==> config.mk <==
export PLATFORM = sky130hd
export DESIGN_NAME = client_tilelink_enqueuer_q_flat
export DESIGN_NICKNAME = d
export VERILOG_FILES = /design/src/rtl/client_tilelink_enqueuer_q_if.sv /design/src/rtl/client_tilelink_enqueuer_q.sv /design/src/flat_wrapper.sv
export SDC_FILE = /design/constraint.sdc
export NUM_CORES = 1
export LEC_CHECK = 0
export BUFFER_PORTS_ARGS = -buffer_cell sky130_fd_sc_hd__buf_4
export CAP_MARGIN = 20
export CELL_PAD_IN_SITES_DETAIL_PLACEMENT = 1
export CELL_PAD_IN_SITES_GLOBAL_PLACEMENT = 1
export CORE_AREA = 2 2 253 255
export CTS_BUF_LIST = sky130_fd_sc_hd__clkbuf_8
export CTS_CLUSTER_DIAMETER = 150
export DETAILED_ROUTE_END_ITERATION = 10
export DIE_AREA = 0 0 255 257
export PLACE_DENSITY_LB_ADDON = 0.1
export SLEW_MARGIN = 20
export SYNTH_ARGS = -nofsm -noshare
export SYNTH_HDL_FRONTEND = slang
export SYNTH_HIERARCHICAL = 1
export SYNTH_SLANG_ARGS = --single-unit
==> constraint.sdc <==
create_clock -name clk -period 6.54 [get_ports clk]
set_input_delay 1.308 -clock clk [delete_from_list [all_inputs] [get_ports clk]]
set_output_delay 1.308 -clock clk [all_outputs]
set_load 0.02 [all_outputs]
==> src/rtl/client_tilelink_enqueuer_q_if.sv <==
// TileLink client enqueuer channel bundle: five ready/valid channels plus the idle flag.
// The slave modport is the enqueuer's view; master is the surrounding environment.
interface client_tilelink_enqueuer_q_if #(
    parameter int unsigned ACQ_W = 111,
    parameter int unsigned PRB_W = 28,
    parameter int unsigned REL_W = 99,
    parameter int unsigned GNT_W = 76,
    parameter int unsigned FIN_W = 2
);
    logic             io_inner_acquire_ready;
    logic             io_inner_acquire_valid;
    logic [ACQ_W-1:0] io_inner_acquire_bits;
    logic             io_outer_acquire_ready;
    logic             io_outer_acquire_valid;
    logic [ACQ_W-1:0] io_outer_acquire_bits;

    logic             io_outer_probe_ready;
    logic             io_outer_probe_valid;
    logic [PRB_W-1:0] io_outer_probe_bits;
    logic             io_inner_probe_ready;
    logic             io_inner_probe_valid;
    logic [PRB_W-1:0] io_inner_probe_bits;

    logic             io_inner_release_ready;
    logic             io_inner_release_valid;
    logic [REL_W-1:0] io_inner_release_bits;
    logic             io_outer_release_ready;
    logic             io_outer_release_valid;
    logic [REL_W-1:0] io_outer_release_bits;

    logic             io_outer_grant_ready;
    logic             io_outer_grant_valid;
    logic [GNT_W-1:0] io_outer_grant_bits;
    logic             io_inner_grant_ready;
    logic             io_inner_grant_valid;
    logic [GNT_W-1:0] io_inner_grant_bits;

    logic             io_inner_finish_ready;
    logic             io_inner_finish_valid;
    logic [FIN_W-1:0] io_inner_finish_bits;
    logic             io_outer_finish_ready;
    logic             io_outer_finish_valid;
    logic [FIN_W-1:0] io_outer_finish_bits;

    logic             io_idle;

    modport slave (
        output io_inner_acquire_ready,
        input  io_inner_acquire_valid, io_inner_acquire_bits,
        input  io_outer_acquire_ready,
        output io_outer_acquire_valid, io_outer_acquire_bits,
        output io_outer_probe_ready,
        input  io_outer_probe_valid, io_outer_probe_bits,
        input  io_inner_probe_ready,
        output io_inner_probe_valid, io_inner_probe_bits,
        output io_inner_release_ready,
        input  io_inner_release_valid, io_inner_release_bits,
        input  io_outer_release_ready,
        output io_outer_release_valid, io_outer_release_bits,
        output io_outer_grant_ready,
        input  io_outer_grant_valid, io_outer_grant_bits,
        input  io_inner_grant_ready,
        output io_inner_grant_valid, io_inner_grant_bits,
        output io_inner_finish_ready,
        input  io_inner_finish_valid, io_inner_finish_bits,
        input  io_outer_finish_ready,
        output io_outer_finish_valid, io_outer_finish_bits,
        output io_idle
    );

    modport master (
        input  io_inner_acquire_ready,
        output io_inner_acquire_valid, io_inner_acquire_bits,
        output io_outer_acquire_ready,
        input  io_outer_acquire_valid, io_outer_acquire_bits,
        input  io_outer_probe_ready,
        output io_outer_probe_valid, io_outer_probe_bits,
        output io_inner_probe_ready,
        input  io_inner_probe_valid, io_inner_probe_bits,
        input  io_inner_release_ready,
        output io_inner_release_valid, io_inner_release_bits,
        output io_outer_release_ready,
        input  io_outer_release_valid, io_outer_release_bits,
        input  io_outer_grant_ready,
        output io_outer_grant_valid, io_outer_grant_bits,
        output io_inner_grant_ready,
        input  io_inner_grant_valid, io_inner_grant_bits,
        input  io_inner_finish_ready,
        output io_inner_finish_valid, io_inner_finish_bits,
        output io_outer_finish_ready,
        input  io_outer_finish_valid, io_outer_finish_bits,
        input  io_idle
    );
endinterface

==> src/rtl/client_tilelink_enqueuer_q.sv <==
// TileLink client enqueuer: an independent FIFO of configurable depth on each of the five
// channels. Depth 0 turns a channel into a plain wire-through with no state.

// Single-channel queue; ready/valid derive only from the registered count.
module client_tilelink_enqueuer_q_fifo #(
    parameter int unsigned DEPTH = 2,
    parameter int unsigned WIDTH = 8
) (
    input  logic             clk,
    input  logic             reset,
    input  logic             enq_valid,
    output logic             enq_ready,
    input  logic [WIDTH-1:0] enq_bits,
    output logic             deq_valid,
    input  logic             deq_ready,
    output logic [WIDTH-1:0] deq_bits,
    output logic             empty
);
    if (DEPTH == 0) begin : g_wire
        logic unused_clk_rst;
        assign unused_clk_rst = clk ^ reset;
        assign enq_ready = deq_ready;
        assign deq_valid = enq_valid;
        assign deq_bits  = enq_bits;
        assign empty     = 1'b1;
    end else begin : g_queue
        localparam int unsigned PW = (DEPTH > 1) ? $clog2(DEPTH) : 1;
        localparam int unsigned CW = $clog2(DEPTH + 1);
        // Depth 1 still uses a 1-bit pointer; the spare slot is never written.
        localparam int unsigned MEM_N = (DEPTH > 1) ? DEPTH : 2;
        localparam logic [PW-1:0] LAST_PTR = PW'(DEPTH - 1);
        localparam logic [CW-1:0] FULL_CNT = CW'(DEPTH);

        logic [WIDTH-1:0] mem_q [MEM_N];
        logic [PW-1:0]    head_q, head_d, tail_q, tail_d;
        logic [CW-1:0]    count_q, count_d;
        logic             do_enq, do_deq;

        // Handshake outputs and pointer/count next state.
        always_comb begin
            enq_ready = (count_q != FULL_CNT);
            deq_valid = (count_q != '0);
            deq_bits  = mem_q[head_q];
            empty     = (count_q == '0);
            do_enq    = enq_valid && enq_ready;
            do_deq    = deq_valid && deq_ready;
            head_d    = head_q;
            tail_d    = tail_q;
            count_d   = count_q;
            if (do_deq) begin
                head_d = (head_q == LAST_PTR) ? '0 : head_q + PW'(1);
            end
            if (do_enq) begin
                tail_d = (tail_q == LAST_PTR) ? '0 : tail_q + PW'(1);
            end
            if (do_enq && !do_deq) begin
                count_d = count_q + CW'(1);
            end else if (!do_enq && do_deq) begin
                count_d = count_q - CW'(1);
            end
        end

        // Pointer and occupancy registers, cleared asynchronously.
        always_ff @(posedge clk or posedge reset) begin
            if (reset) begin
                head_q  <= '0;
                tail_q  <= '0;
                count_q <= '0;
            end else begin
                head_q  <= head_d;
                tail_q  <= tail_d;
                count_q <= count_d;
            end
        end

        // Payload storage is not reset; entries are meaningful only while counted.
        always_ff @(posedge clk) begin
            if (do_enq) begin
                mem_q[tail_q] <= enq_bits;
            end
        end
    end
endmodule

module client_tilelink_enqueuer_q #(
    parameter int unsigned ACQ_DEPTH = 2,
    parameter int unsigned PRB_DEPTH = 0,
    parameter int unsigned REL_DEPTH = 2,
    parameter int unsigned GNT_DEPTH = 2,
    parameter int unsigned FIN_DEPTH = 0,
    parameter int unsigned ACQ_W     = 111,
    parameter int unsigned PRB_W     = 28,
    parameter int unsigned REL_W     = 99,
    parameter int unsigned GNT_W     = 76,
    parameter int unsigned FIN_W     = 2
) (
    input logic                          clk,
    input logic                          reset,
    client_tilelink_enqueuer_q_if.slave  bus
);
    logic acq_empty, prb_empty, rel_empty, gnt_empty, fin_empty;

    // Acquire: inner -> outer.
    client_tilelink_enqueuer_q_fifo #(.DEPTH(ACQ_DEPTH), .WIDTH(ACQ_W)) u_acq (
        .clk       (clk),
        .reset     (reset),
        .enq_valid (bus.io_inner_acquire_valid),
        .enq_ready (bus.io_inner_acquire_ready),
        .enq_bits  (bus.io_inner_acquire_bits),
        .deq_valid (bus.io_outer_acquire_valid),
        .deq_ready (bus.io_outer_acquire_ready),
        .deq_bits  (bus.io_outer_acquire_bits),
        .empty     (acq_empty)
    );

    // Probe: outer -> inner.
    client_tilelink_enqueuer_q_fifo #(.DEPTH(PRB_DEPTH), .WIDTH(PRB_W)) u_prb (
        .clk       (clk),
        .reset     (reset),
        .enq_valid (bus.io_outer_probe_valid),
        .enq_ready (bus.io_outer_probe_ready),
        .enq_bits  (bus.io_outer_probe_bits),
        .deq_valid (bus.io_inner_probe_valid),
        .deq_ready (bus.io_inner_probe_ready),
        .deq_bits  (bus.io_inner_probe_bits),
        .empty     (prb_empty)
    );

    // Release: inner -> outer.
    client_tilelink_enqueuer_q_fifo #(.DEPTH(REL_DEPTH), .WIDTH(REL_W)) u_rel (
        .clk       (clk),
        .reset     (reset),
        .enq_valid (bus.io_inner_release_valid),
        .enq_ready (bus.io_inner_release_ready),
        .enq_bits  (bus.io_inner_release_bits),
        .deq_valid (bus.io_outer_release_valid),
        .deq_ready (bus.io_outer_release_ready),
        .deq_bits  (bus.io_outer_release_bits),
        .empty     (rel_empty)
    );

    // Grant: outer -> inner.
    client_tilelink_enqueuer_q_fifo #(.DEPTH(GNT_DEPTH), .WIDTH(GNT_W)) u_gnt (
        .clk       (clk),
        .reset     (reset),
        .enq_valid (bus.io_outer_grant_valid),
        .enq_ready (bus.io_outer_grant_ready),
        .enq_bits  (bus.io_outer_grant_bits),
        .deq_valid (bus.io_inner_grant_valid),
        .deq_ready (bus.io_inner_grant_ready),
        .deq_bits  (bus.io_inner_grant_bits),
        .empty     (gnt_empty)
    );

    // Finish: inner -> outer.
    client_tilelink_enqueuer_q_fifo #(.DEPTH(FIN_DEPTH), .WIDTH(FIN_W)) u_fin (
        .clk       (clk),
        .reset     (reset),
        .enq_valid (bus.io_inner_finish_valid),
        .enq_ready (bus.io_inner_finish_ready),
        .enq_bits  (bus.io_inner_finish_bits),
        .deq_valid (bus.io_outer_finish_valid),
        .deq_ready (bus.io_outer_finish_ready),
        .deq_bits  (bus.io_outer_finish_bits),
        .empty     (fin_empty)
    );

    // Wire-through channels report empty, so they never hold idle low.
    assign bus.io_idle = acq_empty & prb_empty & rel_empty & gnt_empty & fin_empty;
endmodule

==> src/flat_wrapper.sv <==
// flat-port wrapper written by rule: the top's interface ports become plain ports
module client_tilelink_enqueuer_q_flat 
#(
    parameter int unsigned ACQ_DEPTH = 2,
    parameter int unsigned PRB_DEPTH = 0,
    parameter int unsigned REL_DEPTH = 2,
    parameter int unsigned GNT_DEPTH = 2,
    parameter int unsigned FIN_DEPTH = 0,
    parameter int unsigned ACQ_W     = 111,
    parameter int unsigned PRB_W     = 28,
    parameter int unsigned REL_W     = 99,
    parameter int unsigned GNT_W     = 76,
    parameter int unsigned FIN_W     = 2
)
  (clk, reset, bus_io_inner_acquire_ready, bus_io_inner_acquire_valid, bus_io_inner_acquire_bits, bus_io_outer_acquire_ready, bus_io_outer_acquire_valid, bus_io_outer_acquire_bits, bus_io_outer_probe_ready, bus_io_outer_probe_valid, bus_io_outer_probe_bits, bus_io_inner_probe_ready, bus_io_inner_probe_valid, bus_io_inner_probe_bits, bus_io_inner_release_ready, bus_io_inner_release_valid, bus_io_inner_release_bits, bus_io_outer_release_ready, bus_io_outer_release_valid, bus_io_outer_release_bits, bus_io_outer_grant_ready, bus_io_outer_grant_valid, bus_io_outer_grant_bits, bus_io_inner_grant_ready, bus_io_inner_grant_valid, bus_io_inner_grant_bits, bus_io_inner_finish_ready, bus_io_inner_finish_valid, bus_io_inner_finish_bits, bus_io_outer_finish_ready, bus_io_outer_finish_valid, bus_io_outer_finish_bits, bus_io_idle);
  client_tilelink_enqueuer_q_if #(.ACQ_W(ACQ_W), .PRB_W(PRB_W), .REL_W(REL_W), .GNT_W(GNT_W), .FIN_W(FIN_W)) bus_i ();
  input logic clk;
  input logic reset;
  output wire logic [$bits(bus_i.io_inner_acquire_ready)-1:0] bus_io_inner_acquire_ready;
  input wire logic [$bits(bus_i.io_inner_acquire_valid)-1:0] bus_io_inner_acquire_valid;
  input wire logic [$bits(bus_i.io_inner_acquire_bits)-1:0] bus_io_inner_acquire_bits;
  input wire logic [$bits(bus_i.io_outer_acquire_ready)-1:0] bus_io_outer_acquire_ready;
  output wire logic [$bits(bus_i.io_outer_acquire_valid)-1:0] bus_io_outer_acquire_valid;
  output wire logic [$bits(bus_i.io_outer_acquire_bits)-1:0] bus_io_outer_acquire_bits;
  output wire logic [$bits(bus_i.io_outer_probe_ready)-1:0] bus_io_outer_probe_ready;
  input wire logic [$bits(bus_i.io_outer_probe_valid)-1:0] bus_io_outer_probe_valid;
  input wire logic [$bits(bus_i.io_outer_probe_bits)-1:0] bus_io_outer_probe_bits;
  input wire logic [$bits(bus_i.io_inner_probe_ready)-1:0] bus_io_inner_probe_ready;
  output wire logic [$bits(bus_i.io_inner_probe_valid)-1:0] bus_io_inner_probe_valid;
  output wire logic [$bits(bus_i.io_inner_probe_bits)-1:0] bus_io_inner_probe_bits;
  output wire logic [$bits(bus_i.io_inner_release_ready)-1:0] bus_io_inner_release_ready;
  input wire logic [$bits(bus_i.io_inner_release_valid)-1:0] bus_io_inner_release_valid;
  input wire logic [$bits(bus_i.io_inner_release_bits)-1:0] bus_io_inner_release_bits;
  input wire logic [$bits(bus_i.io_outer_release_ready)-1:0] bus_io_outer_release_ready;
  output wire logic [$bits(bus_i.io_outer_release_valid)-1:0] bus_io_outer_release_valid;
  output wire logic [$bits(bus_i.io_outer_release_bits)-1:0] bus_io_outer_release_bits;
  output wire logic [$bits(bus_i.io_outer_grant_ready)-1:0] bus_io_outer_grant_ready;
  input wire logic [$bits(bus_i.io_outer_grant_valid)-1:0] bus_io_outer_grant_valid;
  input wire logic [$bits(bus_i.io_outer_grant_bits)-1:0] bus_io_outer_grant_bits;
  input wire logic [$bits(bus_i.io_inner_grant_ready)-1:0] bus_io_inner_grant_ready;
  output wire logic [$bits(bus_i.io_inner_grant_valid)-1:0] bus_io_inner_grant_valid;
  output wire logic [$bits(bus_i.io_inner_grant_bits)-1:0] bus_io_inner_grant_bits;
  output wire logic [$bits(bus_i.io_inner_finish_ready)-1:0] bus_io_inner_finish_ready;
  input wire logic [$bits(bus_i.io_inner_finish_valid)-1:0] bus_io_inner_finish_valid;
  input wire logic [$bits(bus_i.io_inner_finish_bits)-1:0] bus_io_inner_finish_bits;
  input wire logic [$bits(bus_i.io_outer_finish_ready)-1:0] bus_io_outer_finish_ready;
  output wire logic [$bits(bus_i.io_outer_finish_valid)-1:0] bus_io_outer_finish_valid;
  output wire logic [$bits(bus_i.io_outer_finish_bits)-1:0] bus_io_outer_finish_bits;
  output wire logic [$bits(bus_i.io_idle)-1:0] bus_io_idle;
  assign bus_io_inner_acquire_ready = bus_i.io_inner_acquire_ready;
  assign bus_i.io_inner_acquire_valid = bus_io_inner_acquire_valid;
  assign bus_i.io_inner_acquire_bits = bus_io_inner_acquire_bits;
  assign bus_i.io_outer_acquire_ready = bus_io_outer_acquire_ready;
  assign bus_io_outer_acquire_valid = bus_i.io_outer_acquire_valid;
  assign bus_io_outer_acquire_bits = bus_i.io_outer_acquire_bits;
  assign bus_io_outer_probe_ready = bus_i.io_outer_probe_ready;
  assign bus_i.io_outer_probe_valid = bus_io_outer_probe_valid;
  assign bus_i.io_outer_probe_bits = bus_io_outer_probe_bits;
  assign bus_i.io_inner_probe_ready = bus_io_inner_probe_ready;
  assign bus_io_inner_probe_valid = bus_i.io_inner_probe_valid;
  assign bus_io_inner_probe_bits = bus_i.io_inner_probe_bits;
  assign bus_io_inner_release_ready = bus_i.io_inner_release_ready;
  assign bus_i.io_inner_release_valid = bus_io_inner_release_valid;
  assign bus_i.io_inner_release_bits = bus_io_inner_release_bits;
  assign bus_i.io_outer_release_ready = bus_io_outer_release_ready;
  assign bus_io_outer_release_valid = bus_i.io_outer_release_valid;
  assign bus_io_outer_release_bits = bus_i.io_outer_release_bits;
  assign bus_io_outer_grant_ready = bus_i.io_outer_grant_ready;
  assign bus_i.io_outer_grant_valid = bus_io_outer_grant_valid;
  assign bus_i.io_outer_grant_bits = bus_io_outer_grant_bits;
  assign bus_i.io_inner_grant_ready = bus_io_inner_grant_ready;
  assign bus_io_inner_grant_valid = bus_i.io_inner_grant_valid;
  assign bus_io_inner_grant_bits = bus_i.io_inner_grant_bits;
  assign bus_io_inner_finish_ready = bus_i.io_inner_finish_ready;
  assign bus_i.io_inner_finish_valid = bus_io_inner_finish_valid;
  assign bus_i.io_inner_finish_bits = bus_io_inner_finish_bits;
  assign bus_i.io_outer_finish_ready = bus_io_outer_finish_ready;
  assign bus_io_outer_finish_valid = bus_i.io_outer_finish_valid;
  assign bus_io_outer_finish_bits = bus_i.io_outer_finish_bits;
  assign bus_io_idle = bus_i.io_idle;
  client_tilelink_enqueuer_q #(.ACQ_DEPTH(ACQ_DEPTH), .PRB_DEPTH(PRB_DEPTH), .REL_DEPTH(REL_DEPTH), .GNT_DEPTH(GNT_DEPTH), .FIN_DEPTH(FIN_DEPTH), .ACQ_W(ACQ_W), .PRB_W(PRB_W), .REL_W(REL_W), .GNT_W(GNT_W), .FIN_W(FIN_W)) u_core (.clk(clk), .reset(reset), .bus(bus_i));
endmodule
# After elaboration in Yosys (flattened, before gate mapping)
# Memory sizes are Yosys's and may differ from the RTL's.
# Index checks and enable logic that the tools add are counted.
[word_totals]
n_memories = 3
ramBits = 572
output_inout_bits = 327
latchBits = 0
rom_bits = 0
wordCells = 74
register_bits = 12
input_bits = 328
[memory_table]
columns = ["memory", "words", "width", "rd", "rd_clocked_by_memory_dff", "write_ports", "line", "rtl"]
rows = [
  ["u_core.u_acq.g_queue.mem_q", 2, 111, 1, 0, 1, "client_tilelink_enqueuer_q.sv:34", "logic [WIDTH-1:0] mem_q [MEM_N];"],
  ["u_core.u_rel.g_queue.mem_q", 2, 99, 1, 0, 1, "client_tilelink_enqueuer_q.sv:34", ""],
  ["u_core.u_gnt.g_queue.mem_q", 2, 76, 1, 0, 1, "client_tilelink_enqueuer_q.sv:34", ""],
]
[op_classes]
n_lt_le_gt_ge = 0
div_mod_pow = 0
shifts = 0
add_sub_neg = 12
n_reduce_logical = 27
muxes = 18
eq_ne = 3
bitwise_logic = 2
mul = 0
[ops]
columns = ["op", "n"]
rows = [
  ["$logic_and A1 B1 Y1", 12],
  ["$mux W1", 12],
  ["$mux W2", 6],
  ["$reduce_bool A2 Y1", 6],
  ["$add A1 B1 Y1 const B", 6],
  ["$add A2 B1 Y2 const B", 3],
  ["$logic_not A1 Y1", 6],
  ["$logic_not A2 Y1", 3],
  ["$ne A2 B2 Y1 const B", 3],
  ["$sub A2 B1 Y2 const B", 3],
  ["$and A1 B1 Y1", 2],
]

# Longest topological paths before layout
# Gate-level depths: netlist (run 1).
[logic_depth]
depth_word = 6
mapped_depth = 7
ltp_nobuf = 7

# Modules after synthesis
# Netlist (run 1), hierarchy kept.
[modules_own_cells]
columns = ["module", "cells_per_inst", "seq_area_each_um2", "n_inst", "area_per_inst_um2"]
rows = [
  ["client_tilelink_enqueuer_q_fifo (u_core.u_acq)", 365, 6766.5, 1, 8230.4],
  ["client_tilelink_enqueuer_q_fifo (u_core.u_rel)", 328, 6045.8, 1, 7847.5],
  ["client_tilelink_enqueuer_q_fifo (u_core.u_gnt)", 257, 4664.5, 1, 5821.8],
  ["client_tilelink_enqueuer_q_fifo (u_core.u_prb)", 32, 0.0, 1, 236.5],
  ["client_tilelink_enqueuer_q_fifo (u_core.u_fin)", 6, 0.0, 1, 41.3],
  ["client_tilelink_enqueuer_q", 3, 0.0, 1, 12.5],
]

# Worst setup path before layout (run 1)
# Ideal clock, no wire load.
[synth_path]
path_type = "input-to-reg"
from = "in bus_io_inner_acquire_valid"
to = "mem u_core/u_acq/g_queue.mem_q[0][0] (netlist name) (enable)"
path_buffers = 0
path_slack_ns = -0.063
t_required_ns = 5.958
path_stages = 2
setup_time_ns = 0.582
arrival_ns = 6.021
cell_sequence = "nand2_1 -> nor2_1"
[synth_between]
elab_chain_len = 3
[synth_lines]
columns = ["element", "line", "rtl"]
rows = [
  ["start, declared", "flat_wrapper.sv:20", "input wire logic [$bits(bus_i.io_inner_acquire_valid)-1:0] bus_io_inner_acquire_valid;"],
  ["$logic_and A1 B1 Y1", "client_tilelink_enqueuer_q.sv:45", "do_enq = enq_valid && enq_ready;"],
  ["$mux W1", "client_tilelink_enqueuer_q.sv:78", "if (do_enq) begin"],
  ["$mux W1 (implied by the code)", "client_tilelink_enqueuer_q.sv:79", "mem_q[tail_q] <= enq_bits;"],
  ["end, declared", "client_tilelink_enqueuer_q.sv:34", ""],
]
# No other way between the ends.

# Worst setup path in the final report (run 1)
[layout_path]
from = "reg u_core.u_acq.g_queue.head_q"
to = "out bus_io_outer_acquire_bits[29]"
[layout_between]
elab_chain_len = 1
[layout_lines]
columns = ["element", "line", "rtl"]
rows = [
  ["start, declared", "client_tilelink_enqueuer_q.sv:35", "logic [PW-1:0] head_q, head_d, tail_q, tail_d;"],
  ["start signal, assigned", "client_tilelink_enqueuer_q.sv:66", "head_q <= '0;"],
  ["start signal, assigned", "client_tilelink_enqueuer_q.sv:70", "head_q <= head_d;"],
  ["$mem_v2 Z2 W111", "-", ""],
  ["end, declared", "flat_wrapper.sv:24", "output wire logic [$bits(bus_i.io_outer_acquire_bits)-1:0] bus_io_outer_acquire_bits;"],
]
# No other way between the ends.

==> results.md, run 1 <==
- Status: completed
- Post-CTS setup buffer count: 0
- Post-route ant nets: 0
- Sequential-to-total area share from yosys stat: approximately four fifths
- Multi-input logic area: slightly above 0.004 mm2
- Post-CTS sizing: 0
- Hold Violations, Final: 0
- Clock latency on the worst-skew pair: 0.69 ns
- Required arrival time at the worst endpoint: 5.23 ns
- Drt wl/cell: 23.08 um
- Gr ovfl total: 0
- CP Launch Type: flop
- Hold Buf Count CTS: 0
- Gp weighted congestion: 0.8471
- Worst Max-Slew Pin Slew: 0.9527 ns
- Slew Limit Headroom: 36.49%
- Crit path top cell by count: buf_4
- Overall Global Routing Usage: between 15 and 20%
- Unrepaired setup endpoints after global routing: no
- Top cell type by total area after synthesis: edfxtp_1
- Static Leak: 0.01122 uW
- Max-Cap Viols: 0
- Maximum VDD drop: approximately 0.29 mV
- Yosys cell types: 21
- Critical path class: flop to output port
- Die area: 0.06554 mm2
- Share of power burned in registers: 41.0%
- Post-Synthesis Cells: 991
- Top cell family by delay on the critical path: flip-flops
- Post-synth top cells: edfxtp_1, mux2_2, mux2_4, buf_4, dfrtp_1
- Post-Syn Area: 0.02219 mm2
- First-pass GRT wire length: 83,110 um
- Final Cycle Share: 65.42%
- Share of flip-flops with an asynchronous set or reset: 2.055%
- NetSw: ~4500 uW
- FP Rows: 92
- Most used flip-flop cell after synthesis: edfxtp_1
- Pint: 8901 uW
- Setup violations, final: 0
- Gate power share: 37.3%
- Clock-pin slew on the worst setup and hold paths: 0.05 ns
- R2R Path Start: u_core/u_rel/g_queue.count_q[0]$_DFFE_PP0P_
- Fillers: roughly 6,000
- Die Span Y: 257 um
- DRT iter0 DRCs: 532
- CP Max Fanout: 59
- Peak Freq: 233.7 MHz
- Tmin final: 4.279 ns
- Number of instances in the placed design: 2,365
- TritonCTS clock tree: built
- Vias in the first global route: 12,360
- Cell area power density: 465.2 mW/mm2
- Crit-path max cell delay: ~0.9 ns
- Drt pass-1 iters: 4
- Net count, final: 1,953
- Clock sink total: 584
- Final std cells w/o fill: 2,545
- CTS Buffer Depth: 3
- FF+latch count, synth: between 500 and 600
- Yosys top cell area share: 77.41%
- Largest net degree at the start of global routing: roughly 110
- Vias per inst: between 4 and 5
- Total CTS buffers: 100
- Ys Warns: 6
- Clock Tree Root: clkbuf_8
- IO Pins: about 660
- CP Launch Point: u_core/u_acq/g_queue.head_q$_DFFE_PP0P_
- Hold_sp: u_core/u_rel/g_queue.count_q[1]$_DFFE_PP0P_
- CP cell instances: buf_4 > mux2_2 > buf_4
- Syn_nets: 1,322
- Worst Hold Class: flop to flop
- Sum of buffers and inverters on the critical path: 2
- Share of layout cells above drive strength 1: approximately three fifths
- Fin Clk Skew: 0.03850 ns
- Total power: 13,440 uW
- Number of synthesized flops with an enable pin: between 500 and 600
- Die X: 255 um
- Top post-synthesis cells by area: edfxtp_1, mux2_4, mux2_2
- Register area: 0.01749 mm2
- Layout area overhead: 30.15%
- IO buf count: 586
- DR DRC count: 0
- Initial Utilization: 35.37%
- Critical Path AT: 2.97 ns
- Most frequent cell after synthesis: edfxtp_1
- Fin. max-slew vios: 0
- Via count: roughly 11,000
- Critical Path Slowest Stage Cell: dfrtp_4
- Setup TNS: 0 ns
- Switch share: 33.75%
- Final wirelength: 58,740 um
- Crit. End Element: output port
- Syn_area_per_cell: 22.39 um2
- Post-DP HPWL: around 41,000 um
- H-tree levels: 3
- Core region area: 0.06274 mm2
- Number of antenna violations at the first check in global routing: 11
- Clk pwr share: 21.7%
-- registers in the layout, indices dropped and copies added (netlist names), 2 cells and up --
signal	cells
u_core/u_gnt/g_queue.count_q	2
u_core/u_rel/g_queue.mem_q	198
u_core/u_rel/g_queue.count_q	2
u_core/u_acq/g_queue.count_q	2
u_core/u_gnt/g_queue.mem_q	152
u_core/u_acq/g_queue.mem_q	222
-- path summary, 6_finish.rpt --
check / endpoint / slack, ns / cells after the start
worst max-delay path: bus_io_outer_acquire_bits[29] / 2.26 / 3
worst min-delay path: u_core/u_rel/g_queue.count_q[1]$_DFFE_PP0P_ / 0.49 / 1
worst max register to register: u_core/u_rel/g_queue.mem_q[1][58]$_DFFE_PP_ / 4.06 / 3
worst min register to register: u_core/u_rel/g_queue.count_q[1]$_DFFE_PP0P_ / 0.49 / 1
max in group asynchronous: u_core/u_rel/g_queue.head_q$_DFFE_PP0P_ / 5.80 / 2
min in group asynchronous: u_core/u_gnt/g_queue.head_q$_DFFE_PP0P_ / 0.55 / 2
-- cell families (layout without fill, tap and decap cells) --
| logic type | after synthesis | after routing | share of synthesized area, % |
|---|---|---|---|
| other | 2 | 6 | 0.03384 |
| multiplexers | 286 | 286 | 16.70 |
| buffers and inverters | 77 | 781 | 3.225 |
| adder cells (fa/ha/maj) | 3 | 3 | 0.1692 |
| AND/OR/NAND/NOR | 24 | 24 | 0.5244 |
| flip-flops | 584 | 584 | 78.76 |
| XOR/XNOR | 15 | 15 | 0.5921 |
-- per-stage QoR --
stage               hold slack [ns]  instance area (um2)  worst slack, ns  utilization [%]
floorplan                    0.4559                22190           0.4567                -
finish                       0.4890                28880            2.261            46.04
detailed placement           0.4827                27110            2.919            43.21
global placement             0.4761                27110            2.983            43.21
global route                 0.4921                28880            2.044            46.03
CTS                          0.4730                28840            2.143            45.98
-- cells in the final DEF (no fill, tap or decap), types with 3 or more instances in the layout --
cell,count
buf_12,3
buf_4,592
clkbuf_8,102
clkinv_1,27
clkinv_2,7
dfrtp_1,9
dfrtp_4,3
diode_2,4
edfxtp_1,572
ha_1,3
inv_1,43
mux2_2,157
mux2_4,129
nand2_1,6
nand2b_1,3
nor2_1,4
nor2_4,3
or2_2,3
xnor2_1,9
xor2_1,6
-- final cells by class --
cell class                 count  share of cell area (%)
inverter                       9                  0.1170
tap                          846                   3.665
clock inverter                73                   1.139
sequential                   584                   60.55
antenna                        4                 0.03466
timing repair buffer         597                   15.67
multi-input combinational    330                   13.96
clock buffer                 102                   4.861
-- routing by layer --
metal | part of all wire (%) | GRT usage, % | vias to the layer above
met5 | 0.17 | 0 | -
met4 | 2.6 | 5.686 | 14
met3 | 11 | 8.669 | 112
met2 | 49 | 29.05 | 481
met1 | 37 | 19.86 | 5652
li1 | - | - | 5115
-- power by group through the flow --
stage | logic (uW) | clock network (uW) | registers [uW]
after floorplan | 3380 | 0 | 5430
after global placement | 5050 | 0 | 5590
after detailed placement | 5080 | 0 | 5600
after CTS | 5100 | 3040 | 5530
after global routing | 5300 | 3190 | 5600
final | 5010 | 2920 | 5510
No activity file was read; power rests on OpenSTA's default activity.
==> run 2, diff against run 1 <==
--- a/config.mk
+++ b/config.mk
@@ -5,15 +5,16 @@
 export SDC_FILE = /design/constraint.sdc
 export NUM_CORES = 1
 export LEC_CHECK = 0
+export ABC_AREA = 1
 export BUFFER_PORTS_ARGS = -buffer_cell sky130_fd_sc_hd__buf_4
 export CAP_MARGIN = 20
 export CELL_PAD_IN_SITES_DETAIL_PLACEMENT = 1
 export CELL_PAD_IN_SITES_GLOBAL_PLACEMENT = 1
-export CORE_AREA = 2 2 253 255
+export CORE_AREA = 2 2 251 253
 export CTS_BUF_LIST = sky130_fd_sc_hd__clkbuf_8
 export CTS_CLUSTER_DIAMETER = 150
 export DETAILED_ROUTE_END_ITERATION = 10
-export DIE_AREA = 0 0 255 257
+export DIE_AREA = 0 0 253 255
 export PLACE_DENSITY_LB_ADDON = 0.1
 export SLEW_MARGIN = 20
 export SYNTH_ARGS = -nofsm -noshare
==> constraint.sdc (replaced) <==
create_clock -name clk -period 3.8 [get_ports clk]
set_input_delay 0.76 -clock clk [delete_from_list [all_inputs] [get_ports clk]]
set_output_delay 0.76 -clock clk [all_outputs]
set_load 0.02 [all_outputs]
==> results.md, run 2 <==
- Status: completed
- Yosys cell types: 19 (-9.5%)
- R2R Setup Slk: 1.64 ns (-2.42 ns)
- Total CTS buffers: 100 (unchanged)
- Setup violations, final: 0 (unchanged)
- Worst Max-Slew Pin Slew: 0.8711 ns (-0.08157 ns)
- Worst Hold Class: input pin to flop
- Simple-Gate Fraction of Synth Area: 0.9105% (+0.39 points)
- Syn_area_per_cell: 21.92 um2 (-2.1%)
- Worst reg2reg path depth: 5 (+2)
- Most frequent cell after synthesis: edfxtp_1
- Clock latency on the worst-skew pair: 0.68 ns (about the same)
- CP Launch Type: flop
- Top cell type by total area after synthesis: edfxtp_1
- Yosys top cell area share: 76.68% (-0.72 points)
- Slew Limit Headroom: 41.79% (+5.3 points)
- Most common cell after layout, fill and taps aside: buf_4
- Overall Global Routing Usage: 16.86% (-0.74 points)
- Clock sink total: 584 (unchanged)
- CP Max Fanout: 43 (-27%)
- Fin. max-slew vios: 0 (unchanged)
- Die X: 253 um (-0.78%)
- Drt wl/cell: 22.31 um (-3.4%)
- Reg2Reg Capture Point: u_core/u_acq/g_queue.mem_q[1][14]$_DFFE_PP_
- Ys Warns: 6 (unchanged)
- IO buf count: 586 (unchanged)
- Hold Path End: u_core/u_gnt/g_queue.mem_q[0][20]$_DFFE_PP_
- Largest regs: u_core/u_acq/g_queue.mem_q x222, u_core/u_rel/g_queue.mem_q x198, u_core/u_gnt/g_queue.mem_q x152
- R2R Path Start: u_core/u_acq/g_queue.count_q[0]$_DFFE_PP0P_
- Tmin final: ~3.2 ns
- Setup TNS: 0 ns (unchanged)
- Largest net degree at the start of global routing: 112 (unchanged)
- Critical path class: flop to output port
- Peak Freq: around 310 MHz
- Fillers: 5,942 (-1.6%)
- Hold Path Stages: 1 (unchanged)
- Total power: 23,320 uW (+74%)
- IO Pins: 655 (unchanged)
- Via count: 11,470 (+0.82%)
- Post-synth top cells: edfxtp_1, mux2_4, mux2_2, buf_4, nand2_1
- Top post-synthesis cells by area: edfxtp_1, mux2_4, mux2_2
- Hold_sp: bus_io_outer_grant_bits[20]
- Commonest non-fill, non-tap cells in the layout: buf_4, edfxtp_1, mux2_4
- Final wirelength: 56,710 um (-3.5%)
- Main combinational cell family by area after synthesis: multiplexers
- Critical Path AT: 2.44 ns (-0.53 ns)
- Net count, final: 1,995 (+2.2%)
- Required arrival time at the worst endpoint: 3.04 ns (-2.19 ns)
- Syn_nets: 1,353 (+2.3%)
- Multiplexer share of the synthesized area: 17.29% (+0.60 points)
- Post-route ant nets: 0 (unchanged)
- Share of flip-flops with an asynchronous set or reset: 2.055% (unchanged)
- CTS Buffer Depth: 3 (unchanged)
- Core region area: 0.06216 mm2 (-0.92%)
- H-tree levels: 3 (unchanged)
- Post-Syn Area: 0.02240 mm2 (+0.94%)
- Share of layout cells above drive strength 1: 58.89% (-0.70 points)
- Vias in the first global route: 12,540 (+1.4%)
- Setup WS pre-CTS: 1.250 ns (-1.670 ns)
- Maximum VDD drop: 0.4200 mV (+45%)
- FP Rows: 92 (unchanged)
- Post-DP HPWL: 40,250 um (-1.5%)
- Adder-cell share of the synthesized area: 0.1676% (-0.0016 points)
- Max-Cap Viols: 0 (unchanged)
- Die Span Y: 255 um (-0.78%)
- DR DRC count: 0 (unchanged)
- Post-Synthesis Cells: 1,022 (+3.1%)
- Gp weighted congestion: 0.7538 (-11%)
- Fin Clk Skew: 0.02508 ns (-0.01342 ns)
- Gr ovfl total: 0 (unchanged)
- Number of synthesized flops with an enable pin: 572 (unchanged)
- Hold Violations, Final: 0 (unchanged)
- Layout area overhead: 30.86%
- Initial Utilization: 36.03% (+0.66 points)
- Crit. End Element: output port
- TritonCTS clock tree: built
- Cell area power density: 795.7 mW/mm2 (+71%)
- Setup ws final: 0.5993 ns (-1.662 ns)
- Most used flip-flop cell after synthesis: edfxtp_1
- Final Cycle Share: a little over four fifths
- Clock-pin slew on the worst setup and hold paths: 0.06 ns (about the same)
- First-pass GRT wire length: 79,100 um (-4.8%)
- Post-Synth XOR/XNOR Area: 0.2346% (-0.36 points)
- Static Leak: 0.01151 uW (+2.6%)
- Clock Tree Root: clkbuf_8
- Vias per inst: 4.511 (+0.94%)
- DRT iter0 DRCs: 436 (-18%)
- Die area: 0.06452 mm2 (-1.6%)
- Number of antenna violations at the first check in global routing: 13 (+2)
- FF+latch count, synth: 584 (unchanged)
- Unrepaired setup endpoints after global routing: no
- Top reg by flops: u_core/u_acq/g_queue.mem_q
- Sequential-to-total area share from yosys stat: 78.02% (-0.73 points)
- Max FFs per register: 222 (unchanged)
- Synth Area in Compound Gates: 0% (unchanged)
- Drt pass-1 iters: 5 (+1)
==> run 2: timing repair <==
item / CTS / global route
endpoints found under the hold margin: 12 / 0
buffers inserted: 0 / 0
resized for setup: 0 / 0
hold buffers: 1 / 0
==> run 2: worst max-delay path by stage <==
stage | from | cells after the start | end
finish | u_core/u_acq/g_queue.head_q$_DFFE_PP0P_ | 3 | bus_io_outer_acquire_bits[90]
global route | u_core/u_rel/g_queue.head_q$_DFFE_PP0P_ | 3 | bus_io_outer_release_bits[91]
CTS | u_core/u_acq/g_queue.head_q$_DFFE_PP0P_ | 3 | bus_io_outer_acquire_bits[94]
detailed placement | u_core/u_rel/g_queue.head_q$_DFFE_PP0P_ | 3 | bus_io_outer_release_bits[91]
global placement | u_core/u_acq/g_queue.head_q$_DFFE_PP0P_ | 3 | bus_io_outer_acquire_bits[89]
floorplan | bus_io_outer_grant_valid | 2 | u_core/u_gnt/g_queue.mem_q[0][0]$_DFFE_PP_
==> run 2: final cells by class <==
class,count,area [um2],share of cell area (%)
Timing Repair Buffer,609,4762,16.25
Multi-Input combinational cell,345,4220,14.40
Tap cell,799,999.7,3.411
Sequential cell,584,17490,59.66
Inverter,24,90.09,0.3073
Clock buffer,100,1376,4.695
Clock inverter,70,347.8,1.187
Antenna cell,11,27.53,0.09391
==> run 2: kinds of logic after synthesis <==
group / after synthesis
adder cells (fa/ha/maj): 3
buffers and inverters: 93
other: 2
flip-flops: 584
multiplexers: 286
XOR/XNOR: 6
AND/OR/NAND/NOR: 48
==> run 2: per-layer routing <==
metal | vias up | track usage, % | share of wire, %
met5 | - | 0 | 0.093
met4 | 8 | 6.627 | 2.6
met3 | 89 | 8.695 | 10
met2 | 433 | 28.14 | 51
met1 | 5694 | 18.17 | 36
li1 | 5243 | - | -
==> run 2: stage by stage <==
step	util [%]	cells	hold WS (ns)	cell area [um2]
2_1_floorplan	-	1022	0.4837	22430
3_3_place_gp	44.32	2360	0.5072	27550
3_5_place_dp	44.32	2360	0.5190	27550
4_1_cts	47.11	2531	0.1700	29280
5_1_grt	47.13	2536	0.1793	29300
6_report	47.16	2542	0.2596	29310
==> run 2: worst max-delay path, cell delays in order, from the launching register on <==
cell and delay, ns:
dfrtp_4 0.87, buf_12 0.33, mux2_2 0.37, buf_4 0.16
==> run 2: report_power, final <==
part,internal [uW],switching (uW)
sequential,8810,619
clock,2510,2480
combinational,4140,4770
total,15500,7870
